<file path="config.mk">
export PLATFORM = sky130hd
export DESIGN_NAME = branch_predict_unit
export DESIGN_NICKNAME = d
export VERILOG_FILES = /design/src/rtl/branch_predict_unit_pkg.sv /design/src/rtl/branch_predict_unit_btb_array.sv /design/src/rtl/branch_predict_unit.sv
export SDC_FILE = /design/constraint.sdc
export NUM_CORES = 2
export LEC_CHECK = 0
export BUFFER_PORTS_ARGS = -buffer_cell sky130_fd_sc_hd__buf_2
export CAP_MARGIN = 0
export CELL_PAD_IN_SITES_DETAIL_PLACEMENT = 1
export CELL_PAD_IN_SITES_GLOBAL_PLACEMENT = 1
export CORE_MARGIN = 3
export CORE_UTILIZATION = 47
export DETAILED_ROUTE_END_ITERATION = 10
export MAX_ROUTING_LAYER = met4
export PLACE_DENSITY = 0.8
export SYNTH_ARGS = -nofsm -noshare
export SYNTH_HDL_FRONTEND = slang
export SYNTH_HIERARCHICAL = 1
export SYNTH_SLANG_ARGS = --single-unit
export TNS_END_PERCENT = 50
</file>
<file path="constraint.sdc">
create_clock -name clk -period 13.4 [get_ports clk]
set_input_delay 2.68 -clock clk [delete_from_list [all_inputs] [get_ports clk]]
set_output_delay 2.68 -clock clk [all_outputs]
set_load 0.01 [all_outputs]
</file>
<file path="src/rtl/branch_predict_unit_pkg.sv">
`default_nettype none
// ============================================================================
//  Module      : bp_pkg
//  Description : Shared types and constants for the branch predict unit:
//                counter type, weak taken / weak not-taken counter values,
//                BTB entry layout and the next-PC source selector.
//  Revision    : 1.0 - initial release
// ============================================================================
package bp_pkg;

    // Default geometry; modules re-derive widths from their own parameters.
    localparam int unsigned DEF_ADDR_W      = 64;
    localparam int unsigned DEF_BTB_ENTRIES = 16;
    localparam int unsigned DEF_CTR_W       = 2;
    localparam int unsigned DEF_IDX_W       = $clog2(DEF_BTB_ENTRIES);
    localparam int unsigned DEF_TAG_W       = DEF_ADDR_W - DEF_IDX_W - 2;

    typedef logic [DEF_CTR_W-1:0] ctr_t;

    // Weakly taken sits just above the taken/not-taken midpoint,
    // weakly not-taken just below it.
    localparam ctr_t CTR_WEAK_T  = ctr_t'(1 << (DEF_CTR_W - 1));
    localparam ctr_t CTR_WEAK_NT = ctr_t'((1 << (DEF_CTR_W - 1)) - 1);

    typedef struct packed {
        logic                   valid;
        logic [DEF_TAG_W-1:0]   tag;
        logic [DEF_ADDR_W-1:0]  target;
        ctr_t                   ctr;
    } btb_entry_t;

    // Which source feeds the PC register, highest priority first.
    typedef enum logic [2:0] {
        SRC_EX   = 3'd0,
        SRC_ID   = 3'd1,
        SRC_HOLD = 3'd2,
        SRC_PRED = 3'd3,
        SRC_SEQ  = 3'd4
    } next_pc_src_e;

    // Counter value for "weakly taken" at an arbitrary counter width.
    function automatic int unsigned ctr_weak_taken(input int unsigned w);
        return 32'd1 << (w - 1);
    endfunction

    // Counter value for "weakly not-taken" at an arbitrary counter width.
    function automatic int unsigned ctr_weak_not_taken(input int unsigned w);
        return (32'd1 << (w - 1)) - 32'd1;
    endfunction

endpackage
`default_nettype wire

</file>
<file path="src/rtl/branch_predict_unit_btb_array.sv">
`default_nettype none
// ============================================================================
//  Module      : btb_array
//  Description : Direct-mapped branch target buffer with per-entry saturating
//                counters. One combinational lookup port, one synchronous
//                update port. A lookup always sees the contents as they were
//                before this cycle's update.
//  Revision    : 1.0 - initial release
// ============================================================================
module btb_array
    import bp_pkg::*;
#(
    parameter int unsigned ADDR_W      = 64,
    parameter int unsigned BTB_ENTRIES = 16,
    parameter int unsigned CTR_W       = 2
) (
    input  logic              clk,
    input  logic              reset,
    // lookup port
    input  logic [ADDR_W-1:0] rd_pc_i,
    output logic              rd_taken_o,
    output logic [ADDR_W-1:0] rd_target_o,
    // update port
    input  logic              upd_valid_i,
    input  logic [ADDR_W-1:0] upd_pc_i,
    input  logic              upd_taken_i,
    input  logic [ADDR_W-1:0] upd_target_i
);

    localparam int unsigned IDX_W = $clog2(BTB_ENTRIES);
    localparam int unsigned TAG_W = ADDR_W - IDX_W - 2;

    localparam logic [CTR_W-1:0] C_CTR_MAX  = '1;
    localparam logic [CTR_W-1:0] C_CTR_MIN  = '0;
    localparam logic [CTR_W-1:0] C_CTR_ONE  = CTR_W'(1);
    localparam logic [CTR_W-1:0] C_WEAK_T   = CTR_W'(ctr_weak_taken(CTR_W));
    localparam logic [CTR_W-1:0] C_WEAK_NT  = CTR_W'(ctr_weak_not_taken(CTR_W));

    logic [BTB_ENTRIES-1:0] valid_q;
    logic [TAG_W-1:0]       tag_q    [BTB_ENTRIES];
    logic [ADDR_W-1:0]      target_q [BTB_ENTRIES];
    logic [CTR_W-1:0]       ctr_q    [BTB_ENTRIES];

    logic [IDX_W-1:0]       rd_idx;
    logic [TAG_W-1:0]       rd_tag;
    logic                   rd_hit;

    logic [IDX_W-1:0]       upd_idx;
    logic [TAG_W-1:0]       upd_tag;
    logic                   upd_hit;
    logic [CTR_W-1:0]       upd_ctr;
    logic                   upd_we;
    logic [CTR_W-1:0]       upd_ctr_d;

    // Instructions are word aligned, so the two PC LSBs carry no information.
    logic unused_pc_lsbs;
    assign unused_pc_lsbs = ^{rd_pc_i[1:0], upd_pc_i[1:0]};

    assign rd_idx  = rd_pc_i[IDX_W+1:2];
    assign rd_tag  = rd_pc_i[ADDR_W-1:IDX_W+2];
    assign upd_idx = upd_pc_i[IDX_W+1:2];
    assign upd_tag = upd_pc_i[ADDR_W-1:IDX_W+2];

    // Lookup: taken only on a valid tag match whose counter MSB is set.
    always_comb begin
        rd_hit      = valid_q[rd_idx] && (tag_q[rd_idx] == rd_tag);
        rd_taken_o  = rd_hit && ctr_q[rd_idx][CTR_W-1];
        rd_target_o = rd_taken_o ? target_q[rd_idx] : '0;
    end

    // Update decision: train on a hit, allocate on a taken miss, ignore a
    // not-taken miss so cold not-taken branches do not evict anything.
    always_comb begin
        upd_hit   = valid_q[upd_idx] && (tag_q[upd_idx] == upd_tag);
        upd_ctr   = ctr_q[upd_idx];
        upd_we    = 1'b0;
        upd_ctr_d = upd_ctr;
        if (upd_valid_i) begin
            if (upd_hit) begin
                upd_we = 1'b1;
                if (upd_taken_i) begin
                    upd_ctr_d = (upd_ctr == C_CTR_MAX) ? upd_ctr : upd_ctr + C_CTR_ONE;
                end else begin
                    upd_ctr_d = (upd_ctr == C_CTR_MIN) ? upd_ctr : upd_ctr - C_CTR_ONE;
                end
            end else if (upd_taken_i) begin
                upd_we    = 1'b1;
                upd_ctr_d = C_WEAK_T;
            end
        end
    end

    // Storage: reset clears every entry and takes priority over an update.
    always_ff @(posedge clk) begin
        if (reset) begin
            valid_q <= '0;
            for (int i = 0; i < int'(BTB_ENTRIES); i++) begin
                tag_q[i]    <= '0;
                target_q[i] <= '0;
                ctr_q[i]    <= C_WEAK_NT;
            end
        end else if (upd_we) begin
            valid_q[upd_idx] <= 1'b1;
            ctr_q[upd_idx]   <= upd_ctr_d;
            if (upd_taken_i) begin
                tag_q[upd_idx]    <= upd_tag;
                target_q[upd_idx] <= upd_target_i;
            end
        end
    end

endmodule
`default_nettype wire

</file>
<file path="src/rtl/branch_predict_unit.sv">
`default_nettype none
// ============================================================================
//  Module      : branch_predict_unit
//  Description : Next-PC / redirect unit. BTB prediction at IF, ID redirect
//                for unconditional branches, EX redirect on mispredict, with
//                flush outputs and a saturating mispredict counter. Purely
//                combinational from inputs to next_PC.
//  Revision    : 1.0 - initial release
// ============================================================================
module branch_predict_unit
    import bp_pkg::*;
#(
    parameter int unsigned ADDR_W      = 64,
    parameter int unsigned BTB_ENTRIES = 16,
    parameter int unsigned CTR_W       = 2,
    parameter int unsigned CNT_W       = 32
) (
    input  logic              clk,
    input  logic              reset,
    input  logic [ADDR_W-1:0] if_PC,
    input  logic [ADDR_W-1:0] PC_plus4,
    input  logic              stall,
    input  logic              id_redirect,
    input  logic [ADDR_W-1:0] id_target,
    input  logic              ex_valid,
    input  logic [ADDR_W-1:0] ex_PC,
    input  logic              ex_taken,
    input  logic [ADDR_W-1:0] ex_target,
    input  logic              ex_pred_taken,
    input  logic [ADDR_W-1:0] ex_pred_target,
    output logic              pred_taken,
    output logic [ADDR_W-1:0] pred_target,
    output logic [ADDR_W-1:0] next_PC,
    output logic              flush_ex,
    output logic              flush_id,
    output logic [CNT_W-1:0]  mispredict_cnt
);

    localparam logic [ADDR_W-1:0] C_INSN_BYTES = ADDR_W'(4);
    localparam logic [CNT_W-1:0]  C_CNT_ONE    = CNT_W'(1);
    localparam logic [CNT_W-1:0]  C_CNT_MAX    = '1;

    logic               mispredict;
    logic [ADDR_W-1:0]  correct_pc;
    next_pc_src_e       src_sel;
    logic [CNT_W-1:0]   mispredict_cnt_q;
    logic [CNT_W-1:0]   mispredict_cnt_d;

    btb_array #(
        .ADDR_W      (ADDR_W),
        .BTB_ENTRIES (BTB_ENTRIES),
        .CTR_W       (CTR_W)
    ) u_btb (
        .clk          (clk),
        .reset        (reset),
        .rd_pc_i      (if_PC),
        .rd_taken_o   (pred_taken),
        .rd_target_o  (pred_target),
        .upd_valid_i  (ex_valid),
        .upd_pc_i     (ex_PC),
        .upd_taken_i  (ex_taken),
        .upd_target_i (ex_target)
    );

    // A resolved branch is mispredicted if the direction differs, or if it
    // was taken to a different target than the one carried down the pipe.
    always_comb begin
        mispredict = ex_valid &&
                     ((ex_taken != ex_pred_taken) ||
                      (ex_taken && (ex_target != ex_pred_target)));
        correct_pc = ex_taken ? ex_target : (ex_PC + C_INSN_BYTES);
    end

    // Fixed priority; redirects beat stall because the stalled instruction
    // is on a wrong path anyway.
    always_comb begin
        src_sel = SRC_SEQ;
        if (mispredict) begin
            src_sel = SRC_EX;
        end else if (id_redirect) begin
            src_sel = SRC_ID;
        end else if (stall) begin
            src_sel = SRC_HOLD;
        end else if (pred_taken) begin
            src_sel = SRC_PRED;
        end
    end

    // Next-PC mux driven by the selected source.
    always_comb begin
        next_PC = PC_plus4;
        case (src_sel)
            SRC_EX:   next_PC = correct_pc;
            SRC_ID:   next_PC = id_target;
            SRC_HOLD: next_PC = if_PC;
            SRC_PRED: next_PC = pred_target;
            default:  next_PC = PC_plus4;
        endcase
    end

    // Flushes: EX squashes both younger stages; an ID redirect only matters
    // when EX is not already redirecting.
    always_comb begin
        flush_ex = mispredict;
        flush_id = id_redirect && !mispredict;
    end

    // Mispredict statistics counter, sticks at all-ones.
    always_comb begin
        mispredict_cnt_d = mispredict_cnt_q;
        if (mispredict && (mispredict_cnt_q != C_CNT_MAX)) begin
            mispredict_cnt_d = mispredict_cnt_q + C_CNT_ONE;
        end
    end

    // Counter register.
    always_ff @(posedge clk) begin
        if (reset) begin
            mispredict_cnt_q <= '0;
        end else begin
            mispredict_cnt_q <= mispredict_cnt_d;
        end
    end

    assign mispredict_cnt = mispredict_cnt_q;

endmodule
`default_nettype wire

</file>
==> flow_summary.ini <==
[yosys]
synth_simple_gate_area_share_pct = 15.4
syn_nets = 7829
async_flop_share_pct = 0
synthMuxAreaShare_pct = 19.0
synth_xor_area_share_pct = 1.83
synth_common_cells = edfxtp_1 (1984), and2_1 (1707), mux4_2 (782)
postSynthCellCount = 7436
ys_warn_count = 6
synth_top_family_by_area = multiplexers
synth.distinct_cells = 87
ys.flop_type = edfxtp_1
synth_top_area_share_pct = 56.2
synth_fa_ha_area_share_pct = 0.0236
synth_compound_area_share_pct = 3.53
post-synth-top-count-cell = edfxtp_1
ys_seq_area_share_pct = 57.1
avgSynthCellArea_um2 = 14.3
ys_seq_elements = 2032
synth_edf_count = 1984
syn_area_um2 = 106000
synth_top_area_cell = edfxtp_1
synthTopCellsByArea = edfxtp_1 (56%), mux4_2 (17%), and2_1 (10%), clkbuf_1 (1.9%), mux2i_1 (1.7%)

[clock_tree]
clk_latency_ns = 0.88
holdBufCountCts = 0
cts-resized-gates = 0
path_clk_slew_ns = 0.06
cts_made_buffers = 215
cts_max_level = 4
clock-sinks = 2032
clockBufferDepth = 3
cts_tree = yes
cts_setup_buffers = 0
root_buffer = clkbuf_16

[placement]
pre_cts_slack_ns = 1.04
port_buffers = 553
hpwlAfterDp_um = 307000
post_dp_cell_area_um2 = 112000
gp_congestion = 0.989

[pwr]
p_leak_nw = 40.7
vdd_drop_max_mv = 0.109
pwr_density_cell_nw_per_um2 = 130

[grt]
gr-usage-all-layers_pct = 42.1
grt_overflow = 0
grt_max_degree = 101
antenna_found_initial = 92
grt_pass1_vias = 77300
grt_first_pass_wirelength_um = 649000

[floorplanning]
fp.dieW_um = 481
dieHeight_um = 481
num_io_pins = 554
dieArea_um2 = 231000
core-area_um2 = 223000
initial_utilization_pct = 47.5
rows = 173

[sta]
fin_crit_sh_pct = 94.1
tightest_slew_ns = 1.35
finalHoldViolCount = 0
timing.hold.ws_ns = 0.500
fmax_ghz = 0.0793
post-route-min-period_ns = 12.61
slew_violations = 0
worst_slack_ns = 0.785
rsz0062_at_grt = no
fin_skew_ns = 0.0284
setup_viol = 0
slew_headroom_pct = 9.68
tns_ns = 0

[hold_path]
holdPathEnd = u_btb/valid_q[15]
hold_depth = 1
hp-class = flip-flop to flip-flop
hold_path_startpoint = u_btb/valid_q[15]

[routing]
drcViolationCount = 0
drtPass1Iterations = 6
vias = 78000
drt_iter0_drc = 14900
wl_um = 481000
wire_per_inst_um = 44.1
antenna_left = 0
via_per_inst = 7.15

[setup_path]
worstSetupEndpointType = output pin
worst_setup_path_start_kind = primary input
reg2reg_to = u_btb/ctr_q[7][1]
reg2reg_from = u_btb/tag_q[5][28]
rrSetupSlack_ns = 7.40
reg2reg_depth = 10
crit_path_max_fanout = 74
cp.required_ns = 10.72
critPathKind = primary input to output pin
critical_path.startpoint = if_PC[2]
arrival_ns = 9.93

[cells_and_area]
postLayoutCellArea_um2 = 118000
finalNetCount = 8073
drive_gt1_share_pct = 25.1
post-route-util_pct = 53.1
area.growth.synth_to_final_pct = 11.7

[flow_run]
cap_violations = 0

[outcome]
outcome = finished clean
## cell type report
type,count,area (um2)
diodes,71,178
clock buffers,265,5670
clock inverters,128,1020
fillers,21500,105000
inverters,54,205
multi-input cells,4621,42600
flip-flops and latches,2032,60500
well taps,2975,3720
repair buffers,756,4530
## power breakdown
part,switching [mW],total (mW),internal (mW)
logic,1.33,2.03,0.697
registers,0.161,7.47,7.31
clock network,2.61,5.87,3.26
## per-layer routing
metal	track usage (%)	up-vias	wire, um
met5	-	-	0
met1	50.7	39800	156000
met4	32.9	0	46700
met2	58.4	7676	204000
li1	-	28800	-
met3	13.7	1756	73700
## layout by cell type, fill, tap and decap left out, types with 85 or more instances in the layout
master        n
and2_1     1707
buf_2       544
buf_4       191
clkbuf_16   218
edfxtp_1   1984
mux2i_1     178
mux4_2      782
nand2_1     190
nor2_1      119
nor2b_1     109
nor3_1      308
o21ai_0     198
xnor2_1     136
xor2_1       85
## worst max-delay path, stage by stage
cell and delay, ns:
buf_8 0.67, buf_4 0.48, mux4_2 0.58, mux4_2 0.50, xnor2_1 0.29, nand4_1 0.27, nor4_1 1.08, nand4_1 0.53
inv_1 0.65, nor2b_2 0.26, buf_4 0.29, a22oi_1 0.10, o21ai_0 0.36, nor2_1 0.07, a21oi_1 0.70, buf_2 0.27
## how the worst max path moves through the flow
stage,to,slack [ns],cells past startpoint
after floorplan,u_btb/tag_q[0][0],-0.21,8
after global placement,next_PC[18],1.08,15
after detailed placement,next_PC[18],1.04,15
after CTS,next_PC[18],1.03,15
after global routing,next_PC[11],0.93,17
final,next_PC[11],0.79,16
## flip-flops by register name, indices dropped and copies added (netlist names)
signal and cells:
mispredict_cnt 32, u_btb/target_q 1024, u_btb/valid_q 16, u_btb/ctr_q 32, u_btb/tag_q 928
## kinds of logic (layout without fill, tap and decap cells)
kind of cell	Yosys count	count (layout)
other	0	71
XOR/XNOR	221	221
AND/OR/NAND/NOR	2788	2788
buffers and inverters	783	1203
flip-flops	2032	2032
multiplexers	1024	1024
AO/OA/AOI/OAI	586	586
adder cells (fa/ha/maj)	2	2
## stage by stage
step           cells  power, mW
2_1_floorplan   7436       8.65
3_3_place_gp   10400       9.45
3_5_place_dp   10400       9.52
4_1_cts        10800       15.3
5_1_grt        10900       15.6
6_report       10900       15.4
Note: power is estimated with default switching activity, not from simulation.
